--- src/rtl/seq_detect_pkg.sv ---
// Shared types and default sizing for the programmable serial pattern detector.
package seq_detect_pkg;

  typedef enum logic {
    UNCFG = 1'b0,
    RUN   = 1'b1
  } state_e;

  localparam int MAX_LEN_DEF = 8;
  localparam int CNT_W_DEF   = 8;

endpackage

--- src/rtl/seq_detect_prog_sat_counter.sv ---
// Saturating up-counter; clear wins over increment in the same cycle.
module sat_counter #(
  parameter int CNT_W = 8
) (
  input  logic             clk,
  input  logic             rst_n,
  input  logic             inc,
  input  logic             clr,
  output logic [CNT_W-1:0] cnt
);

  logic [CNT_W-1:0] r_cnt;

  always_ff @(posedge clk or negedge rst_n) begin
    if (!rst_n) begin
      r_cnt <= '0;
    end else if (clr) begin
      r_cnt <= '0;
    end else if (inc && (r_cnt != '1)) begin
      r_cnt <= r_cnt + 1'b1;
    end
  end

  assign cnt = r_cnt;

endmodule

--- src/rtl/seq_detect_prog.sv ---
// Runtime-programmable serial pattern detector with overlap/non-overlap and
// Mealy/Moore match pulse selection, plus a saturating match counter.
module seq_detect_prog
  import seq_detect_pkg::*;
#(
  parameter  int MAX_LEN = MAX_LEN_DEF,
  parameter  int CNT_W   = CNT_W_DEF,
  localparam int LEN_W   = $clog2(MAX_LEN + 1)
) (
  input  logic               clk,
  input  logic               rst_n,
  input  logic               en,
  input  logic               din,
  input  logic               cfg_load,
  input  logic [MAX_LEN-1:0] cfg_pattern,
  input  logic [LEN_W-1:0]   cfg_len,
  input  logic               cfg_overlap,
  input  logic               cfg_moore,
  input  logic               cnt_clr,
  output logic               match,
  output logic [CNT_W-1:0]   match_cnt,
  output logic               cfg_err,
  output logic               armed
);

  state_e             r_state;
  state_e             w_state_nxt;

  logic [MAX_LEN-1:0] r_pattern;
  logic [LEN_W-1:0]   r_len;
  logic               r_overlap;
  logic               r_moore;
  logic               r_cfg_err;

  logic [MAX_LEN-2:0] r_hist;
  logic [LEN_W-1:0]   r_fill;
  logic               r_match_q;

  logic               w_cfg_legal;
  logic               w_run;
  logic               w_shift;
  logic [MAX_LEN-1:0] w_cand;
  logic [MAX_LEN-1:0] w_mask;
  logic               w_filled;
  logic               w_hit;

  // Low 'len' bits set; computed one bit wider so len == MAX_LEN does not overflow.
  function automatic logic [MAX_LEN-1:0] len_mask(input logic [LEN_W-1:0] len);
    logic [MAX_LEN:0] m;
    m = ((MAX_LEN + 1)'(1) << len) - (MAX_LEN + 1)'(1);
    return m[MAX_LEN-1:0];
  endfunction

  assign w_cfg_legal = (cfg_len != '0) && (cfg_len <= LEN_W'(MAX_LEN));
  assign w_run       = (r_state == RUN);
  assign w_shift     = w_run && en && !cfg_load;

  assign w_cand   = {r_hist, din};
  assign w_mask   = len_mask(r_len);
  assign w_filled = (r_fill >= (r_len - LEN_W'(1)));
  assign w_hit    = w_shift && w_filled && (((w_cand ^ r_pattern) & w_mask) == '0);

  always_ff @(posedge clk or negedge rst_n) begin
    if (!rst_n) begin
      r_state <= UNCFG;
    end else begin
      r_state <= w_state_nxt;
    end
  end

  always_comb begin
    w_state_nxt = r_state;
    if (cfg_load) begin
      w_state_nxt = w_cfg_legal ? RUN : UNCFG;
    end
  end

  // Configuration capture; an illegal load leaves the old pattern in place but disarms.
  always_ff @(posedge clk or negedge rst_n) begin
    if (!rst_n) begin
      r_pattern <= '0;
      r_len     <= '0;
      r_overlap <= 1'b0;
      r_moore   <= 1'b0;
      r_cfg_err <= 1'b0;
    end else if (cfg_load) begin
      if (w_cfg_legal) begin
        r_pattern <= cfg_pattern;
        r_len     <= cfg_len;
        r_overlap <= cfg_overlap;
        r_moore   <= cfg_moore;
        r_cfg_err <= 1'b0;
      end else begin
        r_cfg_err <= 1'b1;
      end
    end
  end

  // History shift; a non-overlapping hit flushes so the next match needs len fresh bits.
  always_ff @(posedge clk or negedge rst_n) begin
    if (!rst_n) begin
      r_hist    <= '0;
      r_fill    <= '0;
      r_match_q <= 1'b0;
    end else if (cfg_load) begin
      r_hist    <= '0;
      r_fill    <= '0;
      r_match_q <= 1'b0;
    end else begin
      r_match_q <= w_hit;
      if (w_shift) begin
        if (w_hit && !r_overlap) begin
          r_hist <= '0;
          r_fill <= '0;
        end else begin
          r_hist <= w_cand[MAX_LEN-2:0];
          r_fill <= (r_fill == LEN_W'(MAX_LEN)) ? r_fill : r_fill + LEN_W'(1);
        end
      end
    end
  end

  sat_counter #(
    .CNT_W (CNT_W)
  ) u_cnt (
    .clk   (clk),
    .rst_n (rst_n),
    .inc   (w_hit),
    .clr   (cnt_clr),
    .cnt   (match_cnt)
  );

  assign match   = w_run && (r_moore ? r_match_q : w_hit);
  assign cfg_err = r_cfg_err;
  assign armed   = w_run;

endmodule

--- config.mk ---
export PLATFORM = sky130hd
export DESIGN_NAME = seq_detect_prog
export DESIGN_NICKNAME = d
export VERILOG_FILES = /design/src/rtl/seq_detect_pkg.sv /design/src/rtl/seq_detect_prog_sat_counter.sv /design/src/rtl/seq_detect_prog.sv
export SDC_FILE = /design/constraint.sdc
export NUM_CORES = 1
export LEC_CHECK = 0
export ABC_AREA = 1
export CORE_UTILIZATION = 40
export DETAILED_ROUTE_END_ITERATION = 12
export PLACE_DENSITY_LB_ADDON = 0.05
export SYNTH_ARGS = -nofsm -noshare
export SYNTH_HDL_FRONTEND = slang
export SYNTH_SLANG_ARGS = --single-unit
--- constraint.sdc ---
create_clock -name clk -period 2.7 [get_ports clk]
set_clock_uncertainty 0.2 [all_clocks]
set_input_delay 0.54 -clock clk [delete_from_list [all_inputs] [get_ports clk]]
set_output_delay 0.54 -clock clk [all_outputs]
set_load 0.01 [all_outputs]
==> summary.txt <==
outcome -> finished with violations
failing checks -> setup timing
CTS buffer count -> 5
Crit Reg-Reg Startpoint -> r_len[0]$_DFFE_PN0P_
Synth Area in Adders -> 7.27%
critical path's largest stage delay -> 0.47 ns
Root Buffer -> clkbuf_8
CP cell instances -> inv_2, nand3_2, xor2_1, ha_1, a21oi_2, nand3_1, nand2_1, clkinv_2, nand2_2, nor3_4, nor2_1, nor2_2, buf_2
DRT iter0 DRCs -> 87
worst-margin pin slew -> 0.808 ns
first-pass GRT wire length -> 9.27 mm
Period minus WS final -> 2.95 ns
Hold Fails Final Rpt -> 0
Mapped Area -> 0.00224 mm²
Rows -> 26
initial antenna violation count -> 0
Area growth, synth to finish -> 37.9%
Post-route DRC -> 0
Starting Density -> 42.7%
largest net degree at the start of global routing -> 37
Synth area leaders -> dfrtp_1 (40%), nand2_1 (14%), ha_1 (7.3%)
synthesized flop and latch total -> 36
WS Path Type -> reg2out
Fmax -> 339 MHz
clk sinks -> 36
Post-CTS Hold Fix Bufs -> 0
Final Wtd Congestion -> 0.831
pre-CTS setup slack -> -0.548 ns
compound-cell area share of the yosys netlist -> 6.43%
fill count -> 502
Final Worst Setup Slack -> -0.252 ns
number of global-route vias before repair -> 2,064
Port Buf Inserts -> 30
register area share after synthesis -> 40.3%
Pwr Total -> 1.66 mW
Max-slew headroom -> 46.1%
Max VDD drop -> 0.263 mV
GRT Resource Usage Total -> 20.0%
register area -> 903 µm²
Synth top area share -> 40.3%
fin crit share -> 109%
yosys warns -> 0
number of max-cap violations -> 0
Slowest cell on crit path -> dfrtp_2
layout cells sized above 1 -> 21.8%
# setup viols final -> 1
GRT overflow -> 0
n_diodes -> 0
simple-gate area share of the yosys netlist -> 32.8%
htree depth -> 2
Worst-path clk slew -> 0.08 ns
Worst setup SP type -> flip-flop
R2R Path End -> r_fill[1]$_DFFE_PN0P_
Yosys cell types -> 29
core box area -> 0.00524 mm²
Syn Area/Cell -> 7.61 µm²
r2r setup slk -> 0.14 ns
die height -> 76.8 µm
vias -> 1,999
reg2reg path depth -> 18
Crit path arrival time -> 2.21 ns
leakage -> 1.54 nW
RSZ-0062 raised after global routing -> yes
CP max FO -> 4
Cells after Synth -> 294
hpwl dp -> 3.84 mm
via/cell ratio -> 4.62
final wirelength -> 5.21 mm
Critical Path RT -> 1.96 ns
Buffers & Inverters on Critical Path -> 3
Layout Nets -> 395
clk buf depth -> 2
CP Capture Type -> output pin
main combinational cell family by area after synthesis -> simple AND/OR/NAND/NOR gates
die area -> 0.00590 mm²
highest-count cells in the layout ignoring fill and taps -> nand2_1 (83), buf_4 (36), dfrtp_1 (34)
power density cells -> 537 mW/mm²
Worst path top cell family by delay -> simple AND/OR/NAND/NOR gates
CTS tree -> built
first drt pass iteration count -> 5
Ports -> 31
Slew Viols, Final -> 0
DIE WIDTH -> 76.8 µm
Net Count, Synth -> 327
Final ANT Viol Nets -> 0
Worst-Skew Late Latency -> 0.29 ns
Multi-input gate area -> 0.00126 mm²
drt wl/cell -> 12.0 µm
top cell type by total area after synthesis -> dfrtp_1
Synth Area in XOR/XNOR -> 5.48%
commonest non-fill, non-tap cell in the layout -> nand2_1
multiplexer share of the synthesized area -> 0%
path category of the worst min-delay check -> in2async
how the worst max path moves through the flow:
stage                         start    end  slack [ns]  cells after the start
3_3_place_gp                     en  match       -0.55                     12
4_1_cts        r_len[2]$_DFFE_PN0P_  match       -0.30                     13
5_1_grt        r_len[2]$_DFFE_PN0P_  match       -0.40                     13
2_1_floorplan  r_len[1]$_DFFE_PN0P_  match        0.04                     14
3_5_place_dp                     en  match       -0.55                     12
6_report       r_len[2]$_DFFE_PN0P_  match       -0.25                     13
flip-flops by register name, indices dropped and copies added (netlist names):
name       cells
u_cnt.cnt      8
armed          1
r_hist         7
r_fill         4
r_len          4
r_moore        1
r_pattern      8
r_overlap      1
cfg_err        1
r_match_q      1
metrics by stage:
| step | utilization [%] | hold slack (ns) | cell area (µm²) | setup TNS [ns] | cells |
|---|---|---|---|---|---|
| 5_1_grt | 58.9 | 0.211 | 3080 | -0.450 | 433 |
| 4_1_cts | 58.4 | 0.170 | 3060 | -0.301 | 432 |
| 3_5_place_dp | 53.5 | 0.285 | 2800 | -0.548 | 417 |
| 2_1_floorplan | - | 0.0444 | 2240 | 0 | 294 |
| 3_3_place_gp | 53.5 | 0.284 | 2800 | -0.546 | 417 |
| 6_report | 58.9 | 0.140 | 3080 | -0.252 | 433 |
kinds of logic after synthesis:
group / count (synthesis)
fa+ha+maj: 13
flops: 36
simple gates: 164
buf+inv: 42
xor+xnor: 14
compound gates: 25
Yosys cell counts:
library cell and instances:
o22ai_1 6, nor2_4 1, o21ai_1 2, inv_1 32, dfrtp_1 36, o21ai_0 10
nor2_8 1, nand2_1 86, nand2_4 2, nor3_4 1, a21oi_1 3, nand4_1 4
nor4_1 1, a31oi_1 1, nor2_1 29, inv_2 2, o21ai_2 2, nor2_2 1
nand2_2 3, xnor2_1 1, clkinv_1 2, nand3_1 32, clkbuf_1 3, o21bai_1 1
buf_6 2, ha_1 13, buf_2 1, nor3_1 3, xor2_1 13
power by group:
part	internal, mW	switching [mW]	total [mW]
clock network	0.326	0.195	0.520
registers	0.582	0.0389	0.621
logic	0.247	0.267	0.514
total	1.16	0.500	1.66
layout make-up:
cell class,instances,share of cell area (%)
well taps,70,2.84
flip-flops and latches,36,29.3
inverters,36,4.50
repair buffers,67,18.5
clock buffers,7,3.12
clock inverters,1,0.974
multi-input cells,216,40.7
timing repair:
| action | CTS | global route |
|---|---|---|
| setup buffers | 7 | 1 |
| pin swaps | 15 | 6 |
| gates resized for setup | 21 | 6 |
| endpoints found under the setup margin | 1 | 14 |
metal layers:
layer / vias to the layer above / part of all wire (%) / GRT usage, % / routed length [µm]
met4: 0 / 1.3 / 7.69 / 68
met2: 35 / 45 / 32.9 / 2360
li1: 1074 / - / - / -
met5: - / 0 / 0 / 0
met3: 7 / 3.6 / 3.10 / 189
met1: 883 / 50 / 26.3 / 2590
worst register-to-register path: stages (launching register included):
cell and delay (ns):
dfrtp_1 0.36, inv_2 0.08, buf_4 0.14, ha_2 0.17, xnor2_1 0.12, ha_1 0.30, nand3_1 0.07, nand3_1 0.08
nand2_1 0.06, clkinv_2 0.05, nand2_2 0.06, buf_4 0.13, buf_4 0.12, nor2_1 0.11, nand3_2 0.15, nand3_1 0.11
nand2_1 0.05, nand2_1 0.06, inv_1 0.04
No activity file was read; power rests on OpenSTA's default activity.
